## config.mk

```make
export PLATFORM = sky130hd
export DESIGN_NAME = regfile_sb_mp
export DESIGN_NICKNAME = d
export VERILOG_FILES = /design/src/rtl/regfile_pkg.sv /design/src/rtl/regfile_scoreboard.sv /design/src/rtl/regfile_sb_mp.sv
export SDC_FILE = /design/constraint.sdc
export NUM_CORES = 2
export LEC_CHECK = 0
export CAP_MARGIN = 20
export CORE_ASPECT_RATIO = 0.8
export CORE_UTILIZATION = 40
export CTS_CLUSTER_SIZE = 14
export DETAILED_ROUTE_END_ITERATION = 8
export SLEW_MARGIN = 5
export SYNTH_ARGS = -nofsm -noshare
export SYNTH_HDL_FRONTEND = slang
export SYNTH_HIERARCHICAL = 1
export SYNTH_SLANG_ARGS = --single-unit
```

## constraint.sdc

```tcl
create_clock -name clk -period 5.4 [get_ports clk]
set_input_delay 1.08 -clock clk [delete_from_list [all_inputs] [get_ports clk]]
set_output_delay 1.08 -clock clk [all_outputs]
set_load 0.1 [all_outputs]
```

## src/rtl/regfile_pkg.sv

```systemverilog
// regfile_pkg: shared defaults, address-width helper and write-request type for the register file
package regfile_pkg;
    localparam int DEF_WIDTH = 32;
    localparam int DEF_DEPTH = 32;
    localparam int DEF_NR = 2;
    localparam int DEF_NW = 1;

    function automatic int calc_aw(input int depth);
        return (depth > 1) ? $clog2(depth) : 1;
    endfunction

    localparam int DEF_AW = calc_aw(DEF_DEPTH);

    typedef struct packed {
        logic                 en;
        logic [DEF_AW-1:0]    addr;
        logic [DEF_WIDTH-1:0] data;
    } wr_req_t;
endpackage

```

## src/rtl/regfile_scoreboard.sv

```systemverilog
// regfile_scoreboard: per-register busy vector with write-clear, reserve, flush priority and a registered popcount
module regfile_scoreboard import regfile_pkg::*; #(
    parameter int DEPTH = DEF_DEPTH,
    parameter int NW = DEF_NW,
    parameter int ZERO_REG = 1,
    localparam int AW = calc_aw(DEPTH)
) (
    input  logic             clk,
    input  logic             rst_n,
    input  logic [NW-1:0]    wr_eff,
    input  logic [NW*AW-1:0] wr_addr,
    input  logic             rsv_en,
    input  logic [AW-1:0]    rsv_addr,
    input  logic             flush,
    output logic [DEPTH-1:0] busy,
    output logic [DEPTH-1:0] clr,
    output logic [AW:0]      busy_cnt
);
    logic [DEPTH-1:0] busy_nxt;
    logic [AW:0]      cnt_nxt;
    logic             rsv_ok;

    assign rsv_ok = rsv_en && !(ZERO_REG != 0 && rsv_addr == '0);

    always_comb begin
        clr = '0;
        for (int w = 0; w < NW; w++)
            if (wr_eff[w]) clr[wr_addr[w*AW +: AW]] = 1'b1;
    end

    // later steps override earlier ones: clear, then reserve, then flush
    always_comb begin
        busy_nxt = busy & ~clr;
        if (rsv_ok) busy_nxt[rsv_addr] = 1'b1;
        if (flush) busy_nxt = '0;
        cnt_nxt = '0;
        for (int i = 0; i < DEPTH; i++)
            cnt_nxt = cnt_nxt + (AW+1)'(busy_nxt[i]);
    end

    always_ff @(posedge clk or negedge rst_n) begin
        if (!rst_n) begin
            busy     <= '0;
            busy_cnt <= '0;
        end else begin
            busy     <= busy_nxt;
            busy_cnt <= cnt_nxt;
        end
    end
endmodule

```

## src/rtl/regfile_sb_mp.sv

```systemverilog
// regfile_sb_mp: multi-port write-through register file with optional zero register and busy scoreboard
module regfile_sb_mp import regfile_pkg::*; #(
    parameter int WIDTH = DEF_WIDTH,
    parameter int DEPTH = DEF_DEPTH,
    parameter int NR = DEF_NR,
    parameter int NW = DEF_NW,
    parameter int ZERO_REG = 1,
    localparam int AW = calc_aw(DEPTH)
) (
    input  logic                clk,
    input  logic                rst_n,
    input  logic [NR*AW-1:0]    rd_addr,
    output logic [NR*WIDTH-1:0] rd_data,
    output logic [NR-1:0]       rd_busy,
    input  logic [NW-1:0]       wr_en,
    input  logic [NW*AW-1:0]    wr_addr,
    input  logic [NW*WIDTH-1:0] wr_data,
    input  logic                rsv_en,
    input  logic [AW-1:0]       rsv_addr,
    input  logic                flush,
    output logic [AW:0]         busy_cnt
);
    logic [WIDTH-1:0] mem [DEPTH];
    logic [NW-1:0]    wr_eff;
    logic [DEPTH-1:0] busy, clr;

    always_comb begin
        wr_eff = '0;
        for (int w = 0; w < NW; w++)
            wr_eff[w] = wr_en[w] && !(ZERO_REG != 0 && wr_addr[w*AW +: AW] == '0);
    end

    // ascending port order makes the highest-index writer win on collisions
    always_ff @(posedge clk or negedge rst_n) begin
        if (!rst_n) begin
            for (int i = 0; i < DEPTH; i++) mem[i] <= '0;
        end else begin
            for (int w = 0; w < NW; w++)
                if (wr_eff[w]) mem[wr_addr[w*AW +: AW]] <= wr_data[w*WIDTH +: WIDTH];
        end
    end

    always_comb begin
        rd_data = '0;
        rd_busy = '0;
        for (int r = 0; r < NR; r++) begin
            rd_data[r*WIDTH +: WIDTH] = mem[rd_addr[r*AW +: AW]];
            for (int w = 0; w < NW; w++)
                if (wr_eff[w] && wr_addr[w*AW +: AW] == rd_addr[r*AW +: AW])
                    rd_data[r*WIDTH +: WIDTH] = wr_data[w*WIDTH +: WIDTH];
            if (!rst_n || (ZERO_REG != 0 && rd_addr[r*AW +: AW] == '0))
                rd_data[r*WIDTH +: WIDTH] = '0;
            rd_busy[r] = rst_n && busy[rd_addr[r*AW +: AW]] && !clr[rd_addr[r*AW +: AW]];
        end
    end

    regfile_scoreboard #(.DEPTH(DEPTH), .NW(NW), .ZERO_REG(ZERO_REG)) u_sb (
        .clk      (clk),
        .rst_n    (rst_n),
        .wr_eff   (wr_eff),
        .wr_addr  (wr_addr),
        .rsv_en   (rsv_en),
        .rsv_addr (rsv_addr),
        .flush    (flush),
        .busy     (busy),
        .clr      (clr),
        .busy_cnt (busy_cnt)
    );
endmodule

```

==> metrics <==
status=finished, violations left; failing checks=setup timing; count of final setup violators=5; WL/cell=28.6 um; Main synth FF type=dfrtp_1; ratio of cells with drive above 1 in the final layout=45.7%; YS warnings=6; max cap viols=0; initial core utilization=roughly two fifths; Synthesized Nets=4331; Post-synth ARST share=100%; Peak VDD IR=0.000317 V; Final ANT Viol Nets=0; vias in the first global route=40600; Arr. time, crit path=6.48 ns; path type of the worst min-delay path=primary input to asynchronous set/reset pin; dpl cells=6121; area delta synth->final=15.4%; hold slack final=about 0.29 ns; Unique masters post-synth=61; fmax=0.172 GHz; Seq cells post-synth=1062; Pwr Density=between 300 and 400 nW/um2; core area=146000 um2; Design Power=23.9 mW; Clock Skew=0.0143 ns; row count=approximately 130; Ports=129; Post-synth EDFFs=0; CP startpoint kind=primary input; placer congestion estimate=slightly above 0.8; clk sink count=around 1100; Nets=4369; first-pass GRT wire length=274000 um; leading cell types in the layout, fill and taps excluded=dfrtp_1 (1062), mux2_2 (1024), mux4_2 (366), mux2i_1 (352), buf_4 (220); routed wire length=roughly 180000 um; DIE AREA=about 150000 um2; DRC=0; Slew Viols, Final=0; Worst Path Max Fanout=3; initial DRC count=3290; syn_area_per_cell=between 10 and 15 um2; largest net degree at the start of global routing=about 160; cell count after synthesis=4242; Clk Latency, worst-skew pair=around 0.75 ns; Clock Pin Slew Worst Setup and Hold Paths=roughly 0.06 ns; Cell Area, Synth=slightly below 60000 um2; final instance area=68100 um2; Post-DP Area=64000 um2; RSZ-0062 raised after global routing=true; remaining global-route overflow=0; Worst Path Required=about 6.1 ns; crit path time final=5.82 ns; Pleak=29.6 nW; Tcrit/Tclk final=108%; Tot GR Track Use=24.4%; Final Util=46.7%; clk buf depth=3; Final Instance Count excl. Fillers=6339; Worst Setup Path Type=primary input to flop; commonest non-fill, non-tap cell in the layout=dfrtp_1; post-synthesis sequential area ratio=45.0%; Vias=slightly below 40000; Vias/cell=a little over 6; number of I/O port buffers=about 130; HPWL Detailed=106000 um; initial antenna violation count=1; drt first pass iters=6; max_slew headroom=a little under a third; CP endpoint kind=flop; die height=346 um; setup slack after layout=-0.424 ns; Clock H-tree levels=3; CTS root buf=clkbuf_16; die width=between 400 and 500 um; CTS tree=built; CTS buffer count=113; hold buffers post-CTS=0; Worst-Margin Slew=1.04 ns; final hold vios=0
==> layout make-up <==
cell class                 instances  area [um2]
antenna                            1        2.50
fill                           12900       77700
sequential                      1062       26600
multi-input combinational       2645       30400
inverter                          64         240
tap                             1968        2460
timing repair buffer             394        4510
clock inverter                    43         556
clock buffer                     162        3300
==> registers in the layout, indices dropped and copies added, names as in the netlist <==
| register | flops |
|---|---|
| u_sb/busy | 32 |
| u_sb/busy_cnt | 6 |
| mem | 1024 |
==> cell usage after synthesis (all sizes together) (8+ instances only) <==
cell    instances  share of area [%]
dfrtp        1062                 45
mux2         1024                 20
mux4          366                 14
mux2i         352                6.0
clkbuf        252                1.6
buf           219                2.1
a221oi        158                2.3
a21oi         100               0.85
a211oi         67               0.85
a211o          64               0.95
inv            64               0.41
a22oi          63               0.80
o21bai         63               0.80
nor2b          60               0.64
nor2           56               0.36
nand2          54               0.34
o21ai          38               0.32
o32ai          31               0.46
fa             24               0.81
o32a           20               0.34
nand3b         17               0.22
xnor2          11               0.16
nor3b          10               0.13
ha              8               0.17
nand3           8              0.068
==> power by group <==
part | internal, mW | switching, mW | total, mW
Combinational | 2.88 | 2.36 | 5.23
Sequential | 9.43 | 1.04 | 10.5
Clock | 4.77 | 3.42 | 8.18
==> repair_timing <==
item | 4_1_cts | 5_1_grt
pin swaps | 20 | 8
buffers inserted | 10 | 1
endpoints found under the setup margin | 7 | 6
gates resized for setup | 36 | 7
==> per-layer routing <==
metal / global-route usage [%] / part of all wire (%) / up-vias
li1: - / - / 16400
met1: 34.9 / 45 / 21100
met2: 38.5 / 47 / 1253
met3: 3.66 / 5.5 / 290
met4: 6.48 / 2.7 / 0
met5: 0 / 0 / -
==> through the flow <==
step / setup TNS (ns) / setup slack [ns]
2_1_floorplan: -4.51 / -0.879
3_3_place_gp: -8.26 / -1.56
3_5_place_dp: -8.24 / -1.60
4_1_cts: -1.85 / -0.477
5_1_grt: -2.56 / -0.620
6_report: -1.69 / -0.424
==> final timing paths <==
| path | start | endpoint | slack (ns) | cells past startpoint |
|---|---|---|---|---|
| max | wr_addr[2] | u_sb/busy_cnt[4] | -0.42 | 23 |
| min | rst_n | u_sb/busy[16] | 0.29 | 1 |
| max reg2reg | u_sb/busy[20] | u_sb/busy_cnt[4] | 0.30 | 17 |
| min reg2reg | mem[1001] | mem[1001] | 0.39 | 0 |
| max in group asynchronous | rst_n | mem[1008] | 2.88 | 4 |
| min in group clk | mem[1001] | mem[1001] | 0.39 | 0 |
==> worst max-delay path, stage by stage <==
cell      delay [ns]
buf_6           0.10
nor3_4          0.20
a21bo_4         0.15
inv_2           0.03
or3b_4          0.23
buf_8           0.12
buf_12          0.10
buf_6           0.09
nor2_4          0.03
o32a_1          0.33
fa_1            0.57
fa_2            0.47
fa_1            0.55
fa_1            0.43
fa_1            0.51
fa_1            0.43
inv_2           0.08
ha_4            0.13
inv_2           0.04
fa_2            0.35
nand2b_4        0.15
a21oi_4         0.12
xor2_1          0.17
==> kinds of logic (layout without fill, tap and decap cells) <==
group,after synthesis,in the layout,synth area share [%]
simple gates,235,235,2.16
buf+inv,535,663,4.09
other cells,0,1,0
fa+ha+maj,32,32,0.984
xor+xnor,13,13,0.193
compound gates,623,623,8.05
mux,1742,1742,39.5
flops,1062,1062,45.0
Power figures use the tool's default switching activity.
